## src/rtl/datmem_word_arbiter.sv

```systemverilog
// datmem_word_arbiter
// Two-port round-robin word arbiter in front of a byte-wide data memory.
// Each granted 32-bit word is split into four big-endian byte accesses
// (most-significant byte at the base address), then the owner gets a
// one-cycle acknowledge. Read words are assembled byte by byte into the
// owner's read-data register.
module datmem_word_arbiter #(
  parameter int ADDR_W = 5
) (
  input  logic              clk,
  input  logic              rst_n,
  input  logic              req0,
  input  logic              req1,
  input  logic              we0,
  input  logic              we1,
  input  logic [ADDR_W-1:0] addr0,
  input  logic [ADDR_W-1:0] addr1,
  input  logic [31:0]       wdata0,
  input  logic [31:0]       wdata1,
  output logic              ack0,
  output logic              ack1,
  output logic [31:0]       rdata0,
  output logic [31:0]       rdata1,
  output logic              busy,
  output logic              mem_en,
  output logic              mem_we,
  output logic [ADDR_W-1:0] mem_addr,
  output logic [7:0]        mem_wdata,
  input  logic [7:0]        mem_rdata
);

  localparam logic [1:0] ST_IDLE = 2'd0;
  localparam logic [1:0] ST_XFER = 2'd1;
  localparam logic [1:0] ST_DONE = 2'd2;

  // Byte k of a word, big-endian: k = 0 is bits 31:24.
  function automatic logic [7:0] word_byte(input logic [31:0] word, input logic [1:0] k);
    logic [7:0] b;
    case (k)
      2'd0:    b = word[31:24];
      2'd1:    b = word[23:16];
      2'd2:    b = word[15:8];
      2'd3:    b = word[7:0];
      default: b = 8'h00;
    endcase
    return b;
  endfunction

  // Replace byte k of a word, big-endian; other bytes keep their value.
  function automatic logic [31:0] put_byte(input logic [31:0] word, input logic [1:0] k,
                                           input logic [7:0] b);
    logic [31:0] w;
    w = word;
    case (k)
      2'd0:    w[31:24] = b;
      2'd1:    w[23:16] = b;
      2'd2:    w[15:8]  = b;
      2'd3:    w[7:0]   = b;
      default: w = word;
    endcase
    return w;
  endfunction

  logic [1:0]        state_r;
  logic [1:0]        cnt_r;
  logic              owner_r;
  logic              we_r;
  logic [ADDR_W-1:0] base_r;
  logic [31:0]       wdata_r;
  logic              last_grant_r;
  logic              ack0_r;
  logic              ack1_r;
  logic [31:0]       rdata0_r;
  logic [31:0]       rdata1_r;
  logic              busy_r;
  logic              mem_en_r;
  logic              mem_we_r;
  logic [ADDR_W-1:0] mem_addr_r;
  logic [7:0]        mem_wdata_r;

  logic              grant_port_s;
  logic              sel_we_s;
  logic [ADDR_W-1:0] sel_addr_s;
  logic [31:0]       sel_wdata_s;
  logic [1:0]        next_cnt_s;
  logic              grant_take_s;
  logic [1:0]        state_nxt_s;
  logic [1:0]        cnt_nxt_s;
  logic              mem_en_nxt_s;
  logic              mem_we_nxt_s;
  logic [ADDR_W-1:0] mem_addr_nxt_s;
  logic [7:0]        mem_wdata_nxt_s;
  logic              ack0_nxt_s;
  logic              ack1_nxt_s;

  assign next_cnt_s = cnt_r + 2'd1;

  // Round-robin choice: a lone requester wins, a tie goes to the port not granted last.
  always_comb begin
    grant_port_s = 1'b0;
    if (req0 && req1) begin
      grant_port_s = ~last_grant_r;
    end else if (req1) begin
      grant_port_s = 1'b1;
    end else begin
      grant_port_s = 1'b0;
    end
    if (grant_port_s) begin
      sel_we_s    = we1;
      sel_addr_s  = addr1;
      sel_wdata_s = wdata1;
    end else begin
      sel_we_s    = we0;
      sel_addr_s  = addr0;
      sel_wdata_s = wdata0;
    end
  end

  // Next state plus next values of the registered memory strobes and acks.
  always_comb begin
    state_nxt_s     = state_r;
    cnt_nxt_s       = cnt_r;
    grant_take_s    = 1'b0;
    mem_en_nxt_s    = 1'b0;
    mem_we_nxt_s    = 1'b0;
    mem_addr_nxt_s  = {ADDR_W{1'b0}};
    mem_wdata_nxt_s = 8'h00;
    ack0_nxt_s      = 1'b0;
    ack1_nxt_s      = 1'b0;
    case (state_r)
      ST_IDLE: begin
        if (req0 || req1) begin
          grant_take_s    = 1'b1;
          state_nxt_s     = ST_XFER;
          cnt_nxt_s       = 2'd0;
          mem_en_nxt_s    = 1'b1;
          mem_we_nxt_s    = sel_we_s;
          mem_addr_nxt_s  = sel_addr_s;
          mem_wdata_nxt_s = word_byte(sel_wdata_s, 2'd0);
        end else begin
          state_nxt_s = ST_IDLE;
        end
      end
      ST_XFER: begin
        cnt_nxt_s = next_cnt_s;
        if (cnt_r == 2'd3) begin
          state_nxt_s = ST_DONE;
          ack0_nxt_s  = ~owner_r;
          ack1_nxt_s  = owner_r;
        end else begin
          // Present the following byte so the strobes stay registered.
          mem_en_nxt_s    = 1'b1;
          mem_we_nxt_s    = we_r;
          mem_addr_nxt_s  = base_r + ADDR_W'(next_cnt_s);
          mem_wdata_nxt_s = word_byte(wdata_r, next_cnt_s);
        end
      end
      ST_DONE: begin
        // Requests are deliberately not sampled on the edge leaving DONE.
        state_nxt_s = ST_IDLE;
      end
      default: begin
        state_nxt_s = ST_IDLE;
        cnt_nxt_s   = 2'd0;
      end
    endcase
  end

  // FSM state and byte counter.
  always_ff @(posedge clk or negedge rst_n) begin
    if (!rst_n) begin
      state_r <= ST_IDLE;
      cnt_r   <= 2'd0;
    end else begin
      state_r <= state_nxt_s;
      cnt_r   <= cnt_nxt_s;
    end
  end

  // Latch the granted transaction; later requester changes are ignored.
  always_ff @(posedge clk or negedge rst_n) begin
    if (!rst_n) begin
      owner_r      <= 1'b0;
      we_r         <= 1'b0;
      base_r       <= {ADDR_W{1'b0}};
      wdata_r      <= 32'h0000_0000;
      last_grant_r <= 1'b1;
    end else if (grant_take_s) begin
      owner_r      <= grant_port_s;
      we_r         <= sel_we_s;
      base_r       <= sel_addr_s;
      wdata_r      <= sel_wdata_s;
      last_grant_r <= grant_port_s;
    end
  end

  // Registered byte-memory port.
  always_ff @(posedge clk or negedge rst_n) begin
    if (!rst_n) begin
      mem_en_r    <= 1'b0;
      mem_we_r    <= 1'b0;
      mem_addr_r  <= {ADDR_W{1'b0}};
      mem_wdata_r <= 8'h00;
    end else begin
      mem_en_r    <= mem_en_nxt_s;
      mem_we_r    <= mem_we_nxt_s;
      mem_addr_r  <= mem_addr_nxt_s;
      mem_wdata_r <= mem_wdata_nxt_s;
    end
  end

  // Completion pulses and busy flag.
  always_ff @(posedge clk or negedge rst_n) begin
    if (!rst_n) begin
      ack0_r <= 1'b0;
      ack1_r <= 1'b0;
      busy_r <= 1'b0;
    end else begin
      ack0_r <= ack0_nxt_s;
      ack1_r <= ack1_nxt_s;
      busy_r <= (state_nxt_s != ST_IDLE);
    end
  end

  // Read assembly: capture the returned byte into the owner's word.
  always_ff @(posedge clk or negedge rst_n) begin
    if (!rst_n) begin
      rdata0_r <= 32'h0000_0000;
      rdata1_r <= 32'h0000_0000;
    end else if ((state_r == ST_XFER) && !we_r) begin
      if (owner_r) begin
        rdata1_r <= put_byte(rdata1_r, cnt_r, mem_rdata);
      end else begin
        rdata0_r <= put_byte(rdata0_r, cnt_r, mem_rdata);
      end
    end
  end

  assign ack0      = ack0_r;
  assign ack1      = ack1_r;
  assign rdata0    = rdata0_r;
  assign rdata1    = rdata1_r;
  assign busy      = busy_r;
  assign mem_en    = mem_en_r;
  assign mem_we    = mem_we_r;
  assign mem_addr  = mem_addr_r;
  assign mem_wdata = mem_wdata_r;

endmodule

```

## config.mk

```make
export PLATFORM = sky130hd
export DESIGN_NAME = datmem_word_arbiter
export DESIGN_NICKNAME = d
export VERILOG_FILES = /design/src/rtl/datmem_word_arbiter.sv
export SDC_FILE = /design/constraint.sdc
export NUM_CORES = 1
export LEC_CHECK = 0
export BUFFER_PORTS_ARGS = -buffer_cell sky130_fd_sc_hd__clkbuf_2
export CAP_MARGIN = 20
export CORE_MARGIN = 2
export CORE_UTILIZATION = 40
export CTS_CLUSTER_DIAMETER = 40
export DETAILED_ROUTE_END_ITERATION = 16
export HOLD_SLACK_MARGIN = 0.1
export PLACE_DENSITY = 0.68
export SLEW_MARGIN = 20
export SYNTH_ARGS = -nofsm -noshare
export SYNTH_HDL_FRONTEND = slang
export SYNTH_SLANG_ARGS = --single-unit
```

## constraint.sdc

```tcl
create_clock -name clk -period 1.7 [get_ports clk]
set_input_delay 0.51 -clock clk [delete_from_list [all_inputs] [get_ports clk]]
set_output_delay 0.51 -clock clk [all_outputs]
set_load 0.02 [all_outputs]
```

==> flow_summary.json <==
{
  "power.leakage_nw": 3.47,
  "place_area_sq_mm": 0.00638,
  "cts.sinks": 118,
  "critPathMaxFanout": 4,
  "clock_latency_ns": 0.41,
  "powerDensity_mw_per_mm2": 2100,
  "dr.pass1.iters": 4,
  "crit_required_ns": 2.03,
  "highest_layer": "met4",
  "fmaxAchievable_mhz": 576,
  "ios": 170,
  "ys_types": 41,
  "hp-class": "input port to flop",
  "ys_seq_area_share_pct": 57.8,
  "synth_top_family_by_area": "multiplexers",
  "area_delta_synth_final_pct": 40.0,
  "htreeDepth": 4,
  "multiInputGateArea_sq_mm": 0.00214,
  "finalSetupViolations": 5,
  "cpPeakStageDelay_ns": 0.41,
  "cts_made_buffers": 17,
  "regArea_sq_mm": 0.00296,
  "synth_edf_count": 0,
  "outcome": "complete, but fails checks",
  "hold_viol_final": 0,
  "worstMarginPinSlew_ns": 0.459,
  "synthSimpleGateAreaFrac_pct": 3.99,
  "post-place-ws_ns": -0.0948,
  "grt_usage_pct": 19.3,
  "fp.coreArea_sq_mm": 0.0126,
  "path_delay_family": "adder cells",
  "critPathBufInv": 2,
  "wl_met2_mm": 6.39,
  "synth_compound_area_share_pct": 10.4,
  "muxShareOfSynthArea_pct": 22.1,
  "wl_met3_um": 768,
  "fin_crit_ns": 1.74,
  "ys_warn_count": 0,
  "hpwl_mm": 9.32,
  "fillers": 1002,
  "violations": "negative setup slack",
  "path_class": "flop to flop",
  "drc": 0,
  "cts_tree": "yes",
  "drt-met1-wl_mm": 5.46,
  "grt_pass1_wl_mm": 19.8,
  "path_cells": "inv_4 > ha_4 > inv_2 > fa_2 > nand3b_1 > xor2_1 > o22ai_1",
  "critical_path.slowest_cell": "dfrtp_2",
  "worst_setup_path_end_kind": "flop",
  "synthArstFlopShare_pct": 100,
  "die_y_um": 117,
  "wl_mm": 12.8,
  "clockRootBuffer": "clkbuf_16",
  "drive_above_1_share_pct": 46.6,
  "synth_seq_cells": 118,
  "num_vias": 3872,
  "postSynthCellCount": 381,
  "critPathLaunchType": "flop",
  "report.final.slew_viol_count": 0,
  "final_util_pct": 57.0,
  "drt_iter0_drc": 299,
  "cts.path.max_buffers": 2,
  "post_drt_wl_per_cell_um": 16.8,
  "rsz0062_at_grt": "true",
  "gp_congestion": 0.805,
  "skew_ns": 0.0120,
  "place.port_buffers": 169,
  "synthXorXnorAreaFrac_pct": 0.342,
  "syn_area_sq_mm": 0.00511,
  "synth.net_count": 479,
  "initial_utilization_pct": 40.7,
  "die-area_sq_mm": 0.0137,
  "yosys.area_share.adder_pct": 2.59,
  "antenna_cells": 0,
  "rows": 41,
  "via_per_inst": 5.07,
  "nets": 677,
  "final_area_sq_mm": 0.00716,
  "setup_ws_ns": -0.0363,
  "cts.clk_slew.worst_paths_ns": 0.06,
  "first_global_vias": 3917,
  "yosys_most_used_dff": "dfrtp_1",
  "grt-ovfl-total": 0,
  "drv_cap": 0,
  "setup_tns_ns": -0.0672,
  "grt_antenna_before_repair": 0,
  "grt_max_degree": 36,
  "finalCritPeriodShare_pct": 102,
  "ir_worst_vdd_mv": 0.766,
  "avgSynthCellArea_sq_um": 13.4,
  "maxSlewHeadroom_pct": 69.4,
  "cp_data_arrival_time_ns": 2.06,
  "dieWidth_um": 117,
  "ant_nets": 0
}
==> final cells by class <==
type                       count  area share [%]
sequential                   118            41.3
multi-input combinational    231            29.9
tap                          172            3.01
inverter                       8           0.454
clock inverter                13            2.38
timing repair buffer         203            16.7
clock buffer                  19            6.33
==> metrics by stage <==
stage / power (mW) / hold WS, ns / cells
6_report: 15.0 / 0.373 / 764
5_1_grt: 15.9 / 0.380 / 764
4_1_cts: 14.8 / 0.359 / 762
3_5_place_dp: 10.9 / 0.448 / 724
3_3_place_gp: 10.7 / 0.441 / 724
2_1_floorplan: 8.66 / 0.214 / 381
==> Yosys cell counts (8+ instances only) <==
cell | n | area, sq um
a222oi_1 | 8 | 80.1
buf_2 | 9 | 45.0
clkbuf_1 | 10 | 37.5
dfrtp_1 | 117 | 2930
ha_1 | 9 | 113
inv_1 | 8 | 30.0
mux2_1 | 56 | 631
mux2_4 | 8 | 120
mux2i_1 | 38 | 380
nand2_1 | 8 | 30.0
o21ai_0 | 30 | 150
o21ai_1 | 32 | 160
o22ai_1 | 11 | 68.8
==> repair_timing <==
item / CTS / global route
resized for setup: 4 / 16
pin swaps: 3 / 7
endpoints found under the hold margin: 17 / 0
setup endpoints to repair: 38 / 15
setup buffers: 5 / 2
hold buffers: 1 / 0
==> logic make-up after synthesis <==
kind of cell             after synthesis
buffers and inverters                 32
XOR/XNOR                               2
flip-flops                           118
multiplexers                         102
AO/OA/AOI/OAI                         90
AND/OR/NAND/NOR                       27
adder cells (fa/ha/maj)               10
==> state kept, by name, indices dropped and copies added (netlist names) <==
signal / count
ack0: 1
ack1: 1
base_r: 5
busy: 1
cnt_r: 2
last_grant_r: 1
mem_addr: 5
mem_en: 1
mem_wdata: 8
mem_we: 1
owner_r: 1
rdata0: 32
rdata1: 32
state_r: 2
wdata_r: 24
we_r: 1
==> tightest hold or removal path, cell delays in order <==
cell and delay [ns]:
clkbuf_2 0.07, mux2i_1 0.06, o21ai_1 0.10
==> cell usage in the layout (no fill, tap or decap), types with 3 or more instances in the layout <==
| cell | n |
|---|---|
| clkbuf_16 | 17 |
| buf_4 | 27 |
| nand2_2 | 3 |
| clkinv_4 | 3 |
| ha_4 | 5 |
| mux2_1 | 51 |
| clkbuf_2 | 168 |
| mux2_4 | 13 |
| nand2_1 | 8 |
| ha_1 | 3 |
| dfrtp_1 | 114 |
| inv_1 | 5 |
| dfrtp_2 | 3 |
| o21ai_0 | 30 |
| buf_12 | 7 |
| inv_6 | 3 |
| nor2_1 | 3 |
| mux2i_1 | 38 |
| o22ai_1 | 11 |
| a222oi_1 | 8 |
| bufinv_16 | 3 |
| o21ai_1 | 32 |
| clkinvlp_4 | 3 |
==> power by group <==
group | switching (mW) | internal, mW | leakage (nW) | total (mW)
Clock | 1.31 | 2.40 | 0.297 | 3.71
Sequential | 0.883 | 4.21 | 1.42 | 5.09
Combinational | 3.49 | 2.72 | 1.76 | 6.21
Total | 5.69 | 9.32 | 3.47 | 15.0
==> metal layers <==
layer,up-vias,track usage [%]
met5,-,0
met4,0,7.69
met3,19,5.30
met2,146,32.8
met1,1919,23.4
li1,1788,-
==> worst paths after layout <==
path	from	depth (start not counted)	slack (ns)	endpoint
setup / recovery	cnt_r[0]	7	-0.04	mem_addr[4]
hold / removal	wdata0[0]	3	0.37	wdata_r[0]
setup reg to reg	cnt_r[0]	7	-0.04	mem_addr[4]
hold reg to reg	rdata1[10]	1	0.48	rdata1[10]
max in group asynchronous	rst_n	3	0.59	rdata1[3]
min in group asynchronous	rst_n	2	0.55	rdata1[5]
No activity file was read; power rests on OpenSTA's default activity.
